### config.mk
export PLATFORM = sky130hd
export DESIGN_NAME = key_entry_buffer
export DESIGN_NICKNAME = d
export VERILOG_FILES = /design/src/rtl/key_entry_buffer.sv
export SDC_FILE = /design/constraint.sdc
export NUM_CORES = 1
export LEC_CHECK = 0
export CORE_ASPECT_RATIO = 2
export CORE_UTILIZATION = 40
export CTS_BUF_LIST = sky130_fd_sc_hd__clkbuf_8
export DETAILED_ROUTE_END_ITERATION = 10
export PLACE_DENSITY = 0.6
export RECOVER_POWER = 25
export SLEW_MARGIN = 15
export SYNTH_ARGS = -nofsm -noshare
export SYNTH_HDL_FRONTEND = slang
export SYNTH_SLANG_ARGS = --single-unit
### constraint.sdc
create_clock -name clk -period 5.86 [get_ports clk]
set_clock_uncertainty 0.2 [all_clocks]
set_input_delay 0.879 -clock clk [delete_from_list [all_inputs] [get_ports clk]]
set_output_delay 0.879 -clock clk [all_outputs]
set_load 0.02 [all_outputs]
### src/rtl/key_entry_buffer.sv
// Key entry buffer: turns held key codes into single press events and keeps a
// 4-digit shift-entry buffer with backspace, clear, enter and an idle auto-clear.
module key_entry_buffer #(
  parameter int TIMEOUT_CYC = 250000000,
  parameter int MAX_DIGITS  = 4
) (
  input  logic        clk,
  input  logic        RSTn,
  input  logic [3:0]  key_code,
  input  logic        key_valid,
  output logic [15:0] entry,
  output logic [3:0]  digit_en,
  output logic [2:0]  count,
  output logic [15:0] value_out,
  output logic        done,
  output logic        overflow,
  output logic        timeout,
  output logic [7:0]  tries
);

  localparam logic [27:0] TIMER_LAST = 28'(TIMEOUT_CYC - 1);
  localparam logic [2:0]  COUNT_MAX  = 3'(MAX_DIGITS);

  localparam logic [3:0] KEY_BACK  = 4'hA;
  localparam logic [3:0] KEY_CLEAR = 4'hB;
  localparam logic [3:0] KEY_ENTER = 4'hC;

  typedef enum logic [1:0] {
    IDLE     = 2'd0,
    EXEC     = 2'd1,
    WAIT_REL = 2'd2
  } state_t;

  state_t      state;
  state_t      state_nx;
  logic [3:0]  code_r;
  logic [27:0] timer;

  logic        capture;
  logic        exec_en;
  logic        timer_run;
  logic        timer_hit;
  logic        is_digit;

  // Handshake: key_valid is a level; one press is taken per high period, and
  // the FSM must see key_valid low before another press can be captured.
  always_ff @(posedge clk or negedge RSTn) begin
    if (!RSTn) begin
      state <= WAIT_REL;
    end else begin
      state <= state_nx;
    end
  end

  always_comb begin
    state_nx  = state;
    capture   = 1'b0;
    exec_en   = 1'b0;
    timer_run = 1'b0;
    timer_hit = 1'b0;
    case (state)
      IDLE: begin
        // A press on the expiry edge wins over the timeout.
        if (key_valid) begin
          state_nx = EXEC;
          capture  = 1'b1;
        end else if (count != 3'd0) begin
          timer_run = 1'b1;
          timer_hit = (timer == TIMER_LAST);
        end
      end
      EXEC: begin
        state_nx = WAIT_REL;
        exec_en  = 1'b1;
      end
      WAIT_REL: begin
        if (!key_valid) begin
          state_nx = IDLE;
        end
      end
      default: begin
        state_nx = WAIT_REL;
      end
    endcase
  end

  assign is_digit = (code_r <= 4'd9);

  always_ff @(posedge clk or negedge RSTn) begin
    if (!RSTn) begin
      code_r    <= 4'h0;
      timer     <= 28'd0;
      entry     <= 16'h0000;
      count     <= 3'd0;
      value_out <= 16'h0000;
      tries     <= 8'h00;
      done      <= 1'b0;
      overflow  <= 1'b0;
      timeout   <= 1'b0;
    end else begin
      done     <= 1'b0;
      overflow <= 1'b0;
      timeout  <= 1'b0;

      if (capture) begin
        code_r <= key_code;
      end

      if (timer_run && !timer_hit) begin
        timer <= timer + 28'd1;
      end else begin
        timer <= 28'd0;
      end

      if (timer_hit) begin
        entry   <= 16'h0000;
        count   <= 3'd0;
        timeout <= 1'b1;
      end

      if (exec_en) begin
        if (is_digit) begin
          if (count < COUNT_MAX) begin
            entry <= {entry[11:0], code_r};
            count <= count + 3'd1;
          end else begin
            overflow <= 1'b1;
          end
        end else if (code_r == KEY_BACK) begin
          if (count != 3'd0) begin
            entry <= {4'h0, entry[15:4]};
            count <= count - 3'd1;
          end
        end else if (code_r == KEY_CLEAR) begin
          entry <= 16'h0000;
          count <= 3'd0;
        end else if (code_r == KEY_ENTER) begin
          if (count != 3'd0) begin
            value_out <= entry;
            done      <= 1'b1;
            entry     <= 16'h0000;
            count     <= 3'd0;
            if (tries != 8'hFF) begin
              tries <= tries + 8'd1;
            end
          end
        end
      end
    end
  end

  always_comb begin
    case (count)
      3'd0:    digit_en = 4'b0000;
      3'd1:    digit_en = 4'b0001;
      3'd2:    digit_en = 4'b0011;
      3'd3:    digit_en = 4'b0111;
      default: digit_en = 4'b1111;
    endcase
  end

endmodule

# Yosys cells after proc, flatten, opt, wreduce, memory -nomap -nowiden
# Cells that the tools add are included.
[totals]
out_inout_bits = 50
in_bits = 7
word_cells = 80
register_bits = 80
[op_classes]
n_eq_ne = 12
n_lt_le_gt_ge = 2
n_reduce_logical = 8
add_sub_neg = 4
bitwise_logic = 3
n_mux = 41
[op_table]
columns = ["op", "n"]
rows = [
  ["$mux 16", 9],
  ["$add 28x1->28 const B", 1],
  ["$eq 28x28->1 const B", 1],
  ["$mux 28", 1],
  ["$mux 3", 9],
  ["$mux 1", 18],
  ["$pmux 4 s4", 1],
  ["$eq 4x4->1 const B", 3],
  ["$add 8x1->8 const B", 1],
  ["$ne 8x8->1 const B", 1],
  ["$reduce_and 7->1", 1],
  ["$eq 3x2->1 const B", 2],
  ["$reduce_and 6->1", 1],
  ["$le 4x4->1 const B", 1],
  ["$mux 2", 2],
  ["$ne 2x2->1 const B", 2],
  ["$pmux 2 s2", 1],
  ["$add 3x1->3 const B", 1],
  ["$eq 3x1->1 const B", 1],
  ["$logic_not 3->1", 1],
  ["$lt 3x3->1 const B", 1],
  ["$not 1->1", 3],
  ["$reduce_bool 3->1", 1],
  ["$sub 3x1->3 const B", 1],
  ["6 further kinds", 6],
]

# Depth between registers and ports, before layout
[depth]
depth_word = 11
ltp_mapped = 9

# Worst setup path before layout
# OpenSTA, ideal clock, no wires.
[synth_timing]
kind = "flip-flop to output port"
startpoint = "register count[0]"
endpoint = "output digit_en[0]"
slack_ps = 3143
n_path_buf = 0
required_ps = 4781
arrival_time_ps = 1638
stages_incl_launch_ff = 5
path_cell_list = "dfrtp_1 inv_1 ha_1 nor2_1 or4b_2"
[synth_via]
elab_chain_cells = 2
[synth_lines]
columns = ["item", "line_no", "text"]
rows = [
  ["start, declared", "13", "output logic [2:0] count,"],
  ["start signal, assigned", "125", "count <= count + 3'd1;"],
  ["start signal, assigned", "132", "count <= count - 3'd1;"],
  ["$eq 3x2->1, or another cell as far along", "153", "case (count)"],
  ["$pmux 4 s4 *", "153", ""],
  ["end, declared", "12", "output logic [3:0] digit_en,"],
]
# Every way passes the cells marked *; elsewhere a longest branch is shown, timed or not.

# Worst setup path in the final report
# Ends and elaborated chain as after synthesis.

==> out/metrics.cfg <==
[run_status]
status = finished with violations
violations = capacitance limit, slew limit

[timing]
fin_crit_sh_pct = 60.1
setup_tns_ns = 0
finalSetupViolations = 0
fin_crit_ns = 3.52
slew_headroom_pct = -6.66
final_hold_viol_count = 0
max_slew.worst_pin.slew_ns = 1.60
rsz0062_at_grt = false
holdWs_ns = 0.285
max_freq_mhz = 284
maxSlewViolCount = 31

[placed_design]
dpl-instance-area_um2 = 4880
place_inst = 576
dpl.hpwl_mm = 7.88
gp_congestion = 0.824
port_buffers = 56

[critical_path]
crit_path_cell_trace = inv_1 > ha_1 > nor2_1 > or4b_2 > clkdlybuf4s50_1
cp_data_required_time_ns = 4.78
rr_startpoint = count[2]$_DFF_PN0_
worst-path-max-fanout = 5
slowest_delay_ns = 0.60
crit_path_end_kind = output port
critPathLaunchType = register
startpoint = count[0]$_DFF_PN0_
criticalPathCategory = register to output port
r2r_slack_ns = 2.47
arrival_ns = 2.44
r2r_end = tries[1]$_DFFE_PN0P_
worst-path-buf-inv = 2
crit_slowest_cell = or4b_2
cp_top_family = simple AND/OR/NAND/NOR gates
reg2reg_depth = 4

[clock_tree]
worstSkewPairLatency_ns = 0.37
cts_made_buffers = 9
cts_tree = yes
cts_hold_buf = 0
cts_max_level = 3
cts.sinks = 80
cts-root-buf = clkbuf_8
cts_resized = 0
post_cts_buffers = 0
cts_max_path_buffers = 2
clkTransAtPathRegs_ns = 0.08

[power_and_ir_drop]
power_density_nw_per_um2 = 416
seq_power_share_pct = 39.5
internal-power_mw = 1.30
p_clk_share_pct = 21.9
switchingPower_mw = 0.825
switching_share_pct = 38.9
peakVddDrop_mv = 0.199
p_leak_nw = 2.00
comb_power_share_pct = 38.6

[grt]
overflow = 0
grt_pass1_wl_mm = 18.1
grt_pass1_vias = 3557
grt_antenna_before_repair = 0
grt_max_degree = 52
grt_usage_pct = 21.8

[logic_synthesis]
syn-cell-area_um2 = 4220
synth_fp_nets = 423
synth_seq_cells = 80
ys_warn_count = 0
seq_area_frac_synth_pct = 47.5
syn_inst = 409
synth_ff_type = dfrtp_1
netlist-cell-type-count = 46
synth_area_per_cell_um2 = 10.3
async_flop_share_pct = 100
synth_edf_count = 0

[floorplanning]
rows = 52
dieHeight_um = 147
start_util_pct = 41.5
io_pins = 57
coreArea_um2 = 10100
die_area_um2 = 11000
die_w_um = 74.6

[layout]
nets = 466
fillers = 987
area_growth_pct = 21.1
final_util_pct = 50.3
final_cells = 592
num_antenna_cells = 0
layout-drive-gt1-share_pct = 10.9
finalInstanceArea_um2 = 5100

[detailed_routing]
ant_nets = 0
drc = 0
viasPerCell = 5.97
dr.pass1.iters = 5
vias = 3534
wl_per_cell_um = 18.6
routed_wl_mm = 11.0
drt_iter0_drc = 277

[hold_path]
holdPathStages = 2
hold_path_startpoint = value_out[14]$_DFFE_PN0P_
hold_path_end = value_out[14]$_DFFE_PN0P_
hp-class = register to register

[flow_run]
maxCapViolCount = 1

## power by group through the flow
| stage | Clock [mW] | Sequential (mW) | Combinational [mW] |
|---|---|---|---|
| after floorplan | 0 | 0.884 | 0.413 |
| after global placement | 0 | 0.848 | 0.818 |
| after detailed placement | 0 | 0.851 | 0.828 |
| after CTS | 0.474 | 0.839 | 0.831 |
| after global routing | 0.499 | 0.858 | 0.888 |
| final | 0.465 | 0.838 | 0.820 |
## area by class of cell
cell class	instances	area [µm²]	area share, %
Clock buffer	10	138	2.70
Clock inverter	6	92.6	1.81
Inverter	10	37.5	0.735
Multi-Input combinational cell	289	2070	40.5
Sequential cell	80	2000	39.2
Tap cell	135	169	3.31
Timing Repair Buffer	62	596	11.7
## logic make-up (layout without fill, tap and decap cells)
kind of cell | Yosys count | after routing | synth area share [%]
and+or+nand+nor | 145 | 145 | 20.6
AOI/OAI and AO/OA | 101 | 101 | 17.5
DFF | 80 | 80 | 47.5
buffers and inverters | 40 | 88 | 3.83
xor gates and xnor gates | 20 | 20 | 4.16
muxes | 16 | 16 | 4.27
adders and majority gates | 7 | 7 | 2.08
## placed cells by master, fill, tap and decap left out, drive strengths merged, types with 2 or more instances in the layout
cell type,n
and4,6
or3,8
a21oi,16
nand4,13
nor4bb,2
o21ai,14
nor2,11
nor4,12
xor2,12
ha,7
nor3,14
and2,2
xnor2,8
inv,10
nor2b,14
clkbuf,12
nand3,18
o211ai,4
buf,5
dfrtp,79
mux2,16
or4b,2
clkinvlp,2
a22oi,13
or4,8
a21o,2
and3,4
clkinv,2
nor3b,4
clkdlybuf4s50,54
nand2,22
a32o,13
nor4b,2
a211oi,25
bufinv,2
o31ai,11
## worst register-to-register path, delay by kind of cell (launching register included)
family	cells	cell delay, ns
flops	1	0.77
simple gates	3	1.93
mux	1	0.37
## synthesized netlist by cell type (7+ instances only)
| master | count | share of area (%) |
|---|---|---|
| a211oi_1 | 21 | 3.7 |
| or3_1 | 8 | 1.2 |
| nor4_1 | 11 | 1.6 |
| nor3_1 | 14 | 1.7 |
| o21ai_0 | 13 | 1.5 |
| a32o_1 | 13 | 3.1 |
| nand3_1 | 18 | 2.1 |
| xor2_1 | 12 | 2.5 |
| dfrtp_1 | 79 | 47 |
| mux2_2 | 16 | 4.3 |
| o31ai_1 | 11 | 2.0 |
| xnor2_1 | 8 | 1.7 |
| nor2_1 | 11 | 0.98 |
| a21oi_1 | 16 | 1.9 |
| clkbuf_1 | 26 | 2.3 |
| nand4_1 | 12 | 1.8 |
| nand2_1 | 22 | 2.0 |
| nor2b_1 | 14 | 2.1 |
| inv_1 | 10 | 0.89 |
| a22oi_1 | 13 | 2.3 |
| ha_1 | 7 | 2.1 |
## per-stage QoR
stage | total power [mW] | worst slack, ns
floorplan | 1.30 | 3.14
global placement | 1.67 | 2.39
global route | 2.25 | 2.20
CTS | 2.14 | 2.31
finish | 2.12 | 2.34
detailed placement | 1.68 | 2.36
## routing by layer
layer	vias up	share of wire, %	GRT usage [%]
met5	-	0	0
met4	0	2.5	10.4
met3	20	3.6	3.57
met2	101	58	39.6
met1	1767	36	23.2
li1	1646	-	-
## sequential cells by signal, indices dropped and copies added (netlist names)
register	count
overflow	1
entry	16
timeout	1
done	1
tries	8
value_out	16
timer	28
code_r	4
count	3
state	2
## worst max path at each step
| stage | cells after the start | end |
|---|---|---|
| finish | 5 | digit_en[0] |
| global route | 4 | tries[1]$_DFFE_PN0P_ |
| CTS | 5 | digit_en[0] |
| detailed placement | 6 | count[1]$_DFF_PN0_ |
| global placement | 6 | entry[2]$_DFF_PN0_ |
| floorplan | 4 | digit_en[0] |
No activity file was read; power rests on OpenSTA's default activity.
